--- src/rtl/vend_txn_ctrl.sv ---
// Vending transaction controller: collects coin credit, checks selections
// against a price table, and closes each purchase or refunds the credit.
module vend_txn_ctrl #(
  parameter logic [7:0]  PRICE_1 = 8'd15,
  parameter logic [7:0]  PRICE_2 = 8'd20,
  parameter logic [7:0]  PRICE_3 = 8'd25,
  parameter logic [7:0]  PRICE_4 = 8'd30,
  parameter logic [15:0] TIMEOUT = 16'd1000
) (
  input  logic       clk,
  input  logic       rst_n,
  input  logic       coin_valid,
  input  logic [1:0] coin_type,
  input  logic       sel_valid,
  input  logic [1:0] sel_item,
  input  logic       cancel,
  output logic       end_trans,
  output logic [7:0] sum_money,
  output logic [7:0] price,
  output logic [1:0] item_select,
  output logic       refund_valid,
  output logic [7:0] refund_amt,
  output logic       coin_reject,
  output logic       no_funds
);

  typedef enum logic [1:0] {IDLE, COLLECT, DONE, REFUND} state_t;

  state_t      state, state_d;
  logic [7:0]  credit, credit_d;
  logic [7:0]  price_q, price_d;
  logic [1:0]  item_q, item_d;
  logic [15:0] idle_cnt, idle_cnt_d;
  logic        end_trans_d, refund_valid_d, coin_reject_d, no_funds_d;
  logic [7:0]  refund_amt_d;

  logic [7:0]  coin_val, sel_price;
  logic [8:0]  coin_sum;
  logic        coin_fits;

  always_comb begin
    coin_val = 8'd1;
    case (coin_type)
      2'b00:   coin_val = 8'd1;
      2'b01:   coin_val = 8'd5;
      2'b10:   coin_val = 8'd10;
      default: coin_val = 8'd20;
    endcase
  end

  always_comb begin
    sel_price = PRICE_1;
    case (sel_item)
      2'b00:   sel_price = PRICE_1;
      2'b01:   sel_price = PRICE_2;
      2'b10:   sel_price = PRICE_3;
      default: sel_price = PRICE_4;
    endcase
  end

  // 9-bit sum: a carry into bit 8 means the coin would overflow the credit.
  assign coin_sum  = {1'b0, credit} + {1'b0, coin_val};
  assign coin_fits = ~coin_sum[8];

  always_comb begin
    state_d        = state;
    credit_d       = credit;
    price_d        = '0;
    item_d         = '0;
    idle_cnt_d     = idle_cnt;
    end_trans_d    = 1'b0;
    refund_valid_d = 1'b0;
    refund_amt_d   = '0;
    coin_reject_d  = 1'b0;
    no_funds_d     = 1'b0;
    case (state)
      IDLE: begin
        idle_cnt_d = '0;
        no_funds_d = sel_valid;
        if (coin_valid) begin
          if (coin_fits) begin
            credit_d = coin_sum[7:0];
            state_d  = COLLECT;
          end else begin
            coin_reject_d = 1'b1;
          end
        end
      end
      COLLECT: begin
        if (cancel) begin
          state_d        = REFUND;
          refund_valid_d = 1'b1;
          refund_amt_d   = credit;
          idle_cnt_d     = '0;
          coin_reject_d  = coin_valid;
        end else if (sel_valid && (credit >= sel_price)) begin
          state_d       = DONE;
          end_trans_d   = 1'b1;
          price_d       = sel_price;
          item_d        = sel_item;
          idle_cnt_d    = '0;
          coin_reject_d = coin_valid;
        end else if (sel_valid || coin_valid) begin
          // A refused selection still lets a same-cycle coin through.
          no_funds_d = sel_valid;
          if (sel_valid) idle_cnt_d = '0;
          if (coin_valid) begin
            if (coin_fits) begin
              credit_d   = coin_sum[7:0];
              idle_cnt_d = '0;
            end else begin
              coin_reject_d = 1'b1;
            end
          end
        end else if (idle_cnt == TIMEOUT - 16'd1) begin
          state_d        = REFUND;
          refund_valid_d = 1'b1;
          refund_amt_d   = credit;
          idle_cnt_d     = '0;
        end else begin
          idle_cnt_d = idle_cnt + 16'd1;
        end
      end
      DONE, REFUND: begin
        state_d       = IDLE;
        credit_d      = '0;
        idle_cnt_d    = '0;
        coin_reject_d = coin_valid;
      end
      default: begin
        state_d  = IDLE;
        credit_d = '0;
      end
    endcase
  end

  always_ff @(posedge clk or negedge rst_n) begin
    if (!rst_n) begin
      state        <= IDLE;
      credit       <= '0;
      price_q      <= '0;
      item_q       <= '0;
      idle_cnt     <= '0;
      end_trans    <= 1'b0;
      refund_valid <= 1'b0;
      refund_amt   <= '0;
      coin_reject  <= 1'b0;
      no_funds     <= 1'b0;
    end else begin
      state        <= state_d;
      credit       <= credit_d;
      price_q      <= price_d;
      item_q       <= item_d;
      idle_cnt     <= idle_cnt_d;
      end_trans    <= end_trans_d;
      refund_valid <= refund_valid_d;
      refund_amt   <= refund_amt_d;
      coin_reject  <= coin_reject_d;
      no_funds     <= no_funds_d;
    end
  end

  assign sum_money   = credit;
  assign price       = price_q;
  assign item_select = item_q;

endmodule
--- config.mk ---
export PLATFORM = sky130hd
export DESIGN_NAME = vend_txn_ctrl
export DESIGN_NICKNAME = d
export VERILOG_FILES = /design/src/rtl/vend_txn_ctrl.sv
export SDC_FILE = /design/constraint.sdc
export NUM_CORES = 1
export LEC_CHECK = 0
export CORE_ASPECT_RATIO = 2
export CORE_MARGIN = 5
export CORE_UTILIZATION = 25
export CTS_BUF_LIST = sky130_fd_sc_hd__clkbuf_8 sky130_fd_sc_hd__clkbuf_16
export DETAILED_ROUTE_END_ITERATION = 12
export GPL_TIMING_DRIVEN = 0
export PLACE_DENSITY = 0.42
export RECOVER_POWER = 25
export SYNTH_ARGS = -nofsm -noshare
export SYNTH_HDL_FRONTEND = slang
export SYNTH_SLANG_ARGS = --single-unit
--- constraint.sdc ---
create_clock -name clk -period 2.6 [get_ports clk]
set_input_delay 0.52 -clock clk [delete_from_list [all_inputs] [get_ports clk]]
set_output_delay 0.52 -clock clk [all_outputs]
set_load 0.05 [all_outputs]
Word level (Yosys, flattened, before mapping) --
Index checks and enable logic that the tools add are counted.
Storage, ports and cells: bits in registers 48, output and inout port bits 30, logic and storage cells 89
Cells by class: $add $sub $neg 2, order comparisons 1, eq/ne operators 15, multiplexer cells 52, reductions and logical operators 9
Operators with widths (number):
- $mux 16 | 7
- $mux 8 | 13
- $pmux 16 s2 | 1
- $pmux 5 s3 | 2
- $pmux 8 s3 | 1
- $mux 2 | 9
- $add 16x1->16 const B | 1
- $eq 16x10->1 const B | 1
- $mux 1 | 16
- $ne 2x2->1 const B | 5
- $add 8x8->9 | 1
- $eq 2x2->1 const B | 4
- $ge 8x8->1 | 1
- $ne 4x4->1 const B | 2
- $eq 2x1->1 const B | 3
- $logic_not 2->1 | 3
- $pmux 2 s3 | 1
- $reduce_and 4->1 | 1
- $pmux 1 s3 | 1
- $reduce_and 3->1 | 1
- $reduce_or 3->1 | 1
- $pmux 1 s2 | 1
- $reduce_or 2->1 | 1
- $logic_and 1x1->1 | 1
- $logic_or 1x1->1 | 1

Depth between registers and ports, before layout --
depth after elaboration 9, gate-level depth with buffers 11, depth with buffers taken out 10

Worst setup path after synthesis --
Ideal clock, no wire load.
kind register -> register, start point register credit[0], in the netlist sum_money[0], end point register idle_cnt[11], setup time 0.078 ns, data arrival time 2.464 ns, setup slack 0.058 ns, stages on the path, launching flop included 11, buffers on the path 1, clock period less this slack 2.542 ns, cells stage by stage dfrtp_1 > ha_1 > inv_1 > fa_1 > nor2b_1 > o31a_1 > o21bai_1 > nor3b_1 > clkbuf_1 > o21ai_0 > a21oi_1
Between the ends: word-level cells in the longest chain between the ends 7
Ends and longest elaborated chain:
- start, declared | line 30 | logic [7:0] credit, credit_d;
- start signal, assigned | line 151 | credit <= credit_d;
- $add 8x8->9 | line 62 | assign coin_sum = {1'b0, credit} + {1'b0, coin_val};
- $mux 16 | line 108 | if (coin_fits) begin
- $mux 16 | line 107 | if (coin_valid) begin
- $mux 16 | line 103 | end else if (sel_valid || coin_valid) begin
- $mux 16 (*) | line 96 | end else if (sel_valid && (credit >= sel_price)) begin
- $mux 16 (*) | line 90 | if (cancel) begin
- $pmux 16 s2 (*) | line 76 | case (state)
- via idle_cnt_d[11] | line 33 | logic [15:0] idle_cnt, idle_cnt_d;
- end signal, assigned | line 154 | idle_cnt <= idle_cnt_d;
- end, declared | line 33
The timed path passes the listed nets; every way through them passes the cells marked *. A chain may end at the register's enable or synchronous reset.

Final worst setup path --
start point input sel_item[0], end point register credit[4], in the netlist sum_money[4]
Between the ends: word-level cells in the longest chain between the ends 6
Ends and longest elaborated chain:
- start, declared | line 15 | input logic [1:0] sel_item,
- $eq 2x2->1 (tied with other cells) | line 53 | case (sel_item)
- $pmux 5 s3 (*) | line 53
- $ge 8x8->1 (*) | line 96
- $logic_and 1x1->1 (*) | line 96
- $ne 2x2->1 (no line) (*)
- $reduce_and 3->1 (no line) (*)
Every way passes the cells marked *; elsewhere a longest branch is shown, timed or not.

==> reports/metrics.cfg <==
[status]
status=finished clean

[clock_network]
tritoncts=yes
clock_sinks=45
cts-buffers-inserted=5
clockBufferDepth=2
clock_insertion_delay_worst_skew_ns=0.29
root_buffer=clkbuf_16
hold_buffers=0
path_clk_slew_ns=0.06
cts.htree.levels=2

[logic_synthesis]
synth-edff-count=0
yosysTopAreaCell=dfrtp_1
synthTopCellsByArea=dfrtp_1 46%, ha_1 8.2%, nor2_1 5.5%, a21oi_1 3.3%, o21ai_0 3.3%
synth-simple-area-share_pct=23.42
synth-adder-area-share_pct=8.980
ys_seq_area_share_pct=45.92
synthArstFlopShare_pct=100.0
synth_area_sq_um=2452
yosysWarnings=0
syn_inst=258
synth_compound_area_share_pct=14.90
avgSynthCellArea_sq_um=9.505
synth_top_area_share_pct=45.92
synth.ff_latch_count=45
synthXorXnorAreaFrac_pct=1.429
synth_top_family_by_area=simple AND/OR/NAND/NOR gates
synth_cell_type_count=45
synth_ff_type=dfrtp_1
synthMuxAreaShare_pct=1.224

[floorplanning]
dieArea_sq_um=12010
initial_core_util_pct=25.28
die_w_um=80.04
rows=51
dieHeight_um=150.1
core-area_sq_um=9699
ioPinCount=39

[timing]
setup_viol=0
drv_slew=0
maxSlewHeadroom_pct=38.66
rsz0062_at_grt=no
fmax_mhz=413.6
hold_ws_ns=0.1980
skew_ns=0.006257
hold_violations=0
fin_crit_ns=2.418
min_period_over_period_pct=92.99
tightestPinTransition_ns=0.9201

[grt]
grt_pass1_wl_um=11780
grt_pass1_vias=2252
grt_max_degree=37
overflow=0
grt.total_usage_pct=12.87
grt_antenna_before_repair=0

[worst_setup_path]
crit_arrival_ns=2.63
reg2reg_slack_ns=0.23
startpoint_type=input pin
cp_data_required_time_ns=2.81
crit_type=in -> reg
critPathCaptureType=register
crit_chain=buf_2, inv_4, ha_4, ha_1, or4_4, and2_4, a2111oi_4, o21ai_2, buf_6, a211o_1, a21oi_2
cpMaxStageDelayCell=or4_4
crit_path_max_fanout=5
slowest_delay_ns=0.42

[route]
ant_nets=0
postRouteWirelength_um=7026
detail_route.first_pass.iterations=4
num_vias=2108
drt_iter0_drc=87
drcViolationCount=0
viasPerCell=4.748
wl_per_cell_um=15.82

[place]
portBuffers=34
gp_congestion=0.7769
dp_hpwl_um=5276

[final_layout]
antenna_cells=0
fin_nets=337
area_growth_pct=34.08
fin_util_pct=33.90
drive_gt1_share_pct=15.06

[hold_path]
hp-class=in -> async

[pwr]
leakagePower_uw=0.001461
p_per_area_nw_per_um2=811.7
worst_ir_drop_vdd_mv=0.3301

[flow_run]
cap_violations=0

[kinds of logic after synthesis]
logic type / Yosys count
buf+inv: 21
fa+ha+maj: 17
mux: 3
compound gates: 57
flops: 45
xor+xnor: 4
other cells: 1
simple gates: 110
[metal layers]
layer	routed length [um]	track usage [%]	vias to the layer above
met5	0	0	-
met4	314	7.699	0
met3	201	1.807	21
met2	4127	24.38	61
met1	2383	12.71	1014
li1	-	-	1012
[synth_stat cells, types with 3 or more instances]
cell      instances
o21ai_1           3
nand4_1           5
o21ai_0          16
nor3_1            7
nand3_1           9
and3_1            7
dfrtp_1          45
nand2b_1          4
a31oi_1           3
nor2_1           36
buf_4             3
o21a_1            4
clkbuf_1          6
or4_1             3
ha_1             16
xnor2_1           4
a21oi_1          16
mux2i_1           3
nand2_1          10
inv_1            11
or3_1             7
and2_1           11
[state kept, by name (all words and copies together) (netlist names)]
signal,cells
coin_reject,1
no_funds,1
refund_amt,8
idle_cnt,16
sum_money,8
item_select,2
end_trans,1
price,5
refund_valid,1
state,2
[layout make-up]
type                            instances  area, sq um
Timing Repair Buffer                   44        391.6
Multi-Input combinational cell        194         1325
Fill cell                            1040         6411
Inverter                               11        43.79
Clock buffer                            5        125.1
Buffer                                 10        68.82
Clock inverter                          3        42.54
Sequential cell                        45         1126
Tap cell                              132        165.2
[per-stage QoR]
stage	area [sq um]	setup slack [ns]	TNS (ns)	total power, uW	instances
floorplan	2460	0.05787	0	1540	260
global placement	2965	-0.8506	-44.47	1871	426
detailed placement	2980	-0.8429	-23.68	1874	427
CTS	3283	0.006498	0	2707	444
global route	3288	0.04210	0	2839	444
finish	3288	0.1822	0	2669	444
[critical path, delay by kind of cell]
family | cells | cell delay [ns]
AO/OA/AOI/OAI | 4 | 0.80
adder cells (fa/ha/maj) | 2 | 0.35
buffers and inverters | 3 | 0.34
AND/OR/NAND/NOR | 2 | 0.61
[power by group]
part           internal (uW)  total [uW]  switching, uW
Combinational            409        1060            652
Clock                    452         724            273
Sequential               788         883           95.8
[what timing repair did]
item,4_1_cts,5_1_grt
gates cloned,2,0
setup endpoints to repair,36,26
setup buffers,7,0
resized for setup,29,11
pin swaps,7,8
[path summary, 6_finish.rpt]
check                              from             end  depth (start not counted)
setup / recovery            sel_item[0]    sum_money[4]                         11
hold / removal                    rst_n   refund_amt[6]                          1
setup reg to reg           sum_money[0]    sum_money[4]                          9
hold reg to reg                state[0]        state[0]                          1
max in group asynchronous         rst_n     idle_cnt[9]                          2
min in group clk            sel_item[1]  item_select[1]                          3
[cells in the final DEF, fill, tap and decap left out, types with 2 or more instances in the layout]
cell type / synthesis / final
a22oi_1: 2 / 2
mux2i_1: 3 / 3
buf_4: 3 / 11
clkbuf_2: 0 / 4
inv_1: 11 / 10
nor2_1: 36 / 35
conb_1: 1 / 3
a211o_1: 2 / 2
ha_4: 0 / 3
and2_1: 11 / 11
clkbuf_1: 6 / 4
and3_1: 7 / 7
nand4_1: 5 / 5
xnor2_1: 4 / 4
ha_1: 16 / 12
and4_1: 2 / 2
buf_2: 0 / 3
a21oi_1: 16 / 16
o21ai_0: 16 / 14
or4_1: 3 / 2
a31oi_1: 3 / 3
nor3_1: 7 / 6
o31a_1: 2 / 2
nand2b_1: 4 / 3
clkdlybuf4s50_1: 0 / 29
or3_1: 7 / 7
clkbuf_16: 0 / 5
nand2_1: 10 / 10
nand3_1: 9 / 9
o21ai_1: 3 / 4
dfrtp_1: 45 / 45
o21a_1: 4 / 4
No activity file was read; power rests on OpenSTA's default activity.
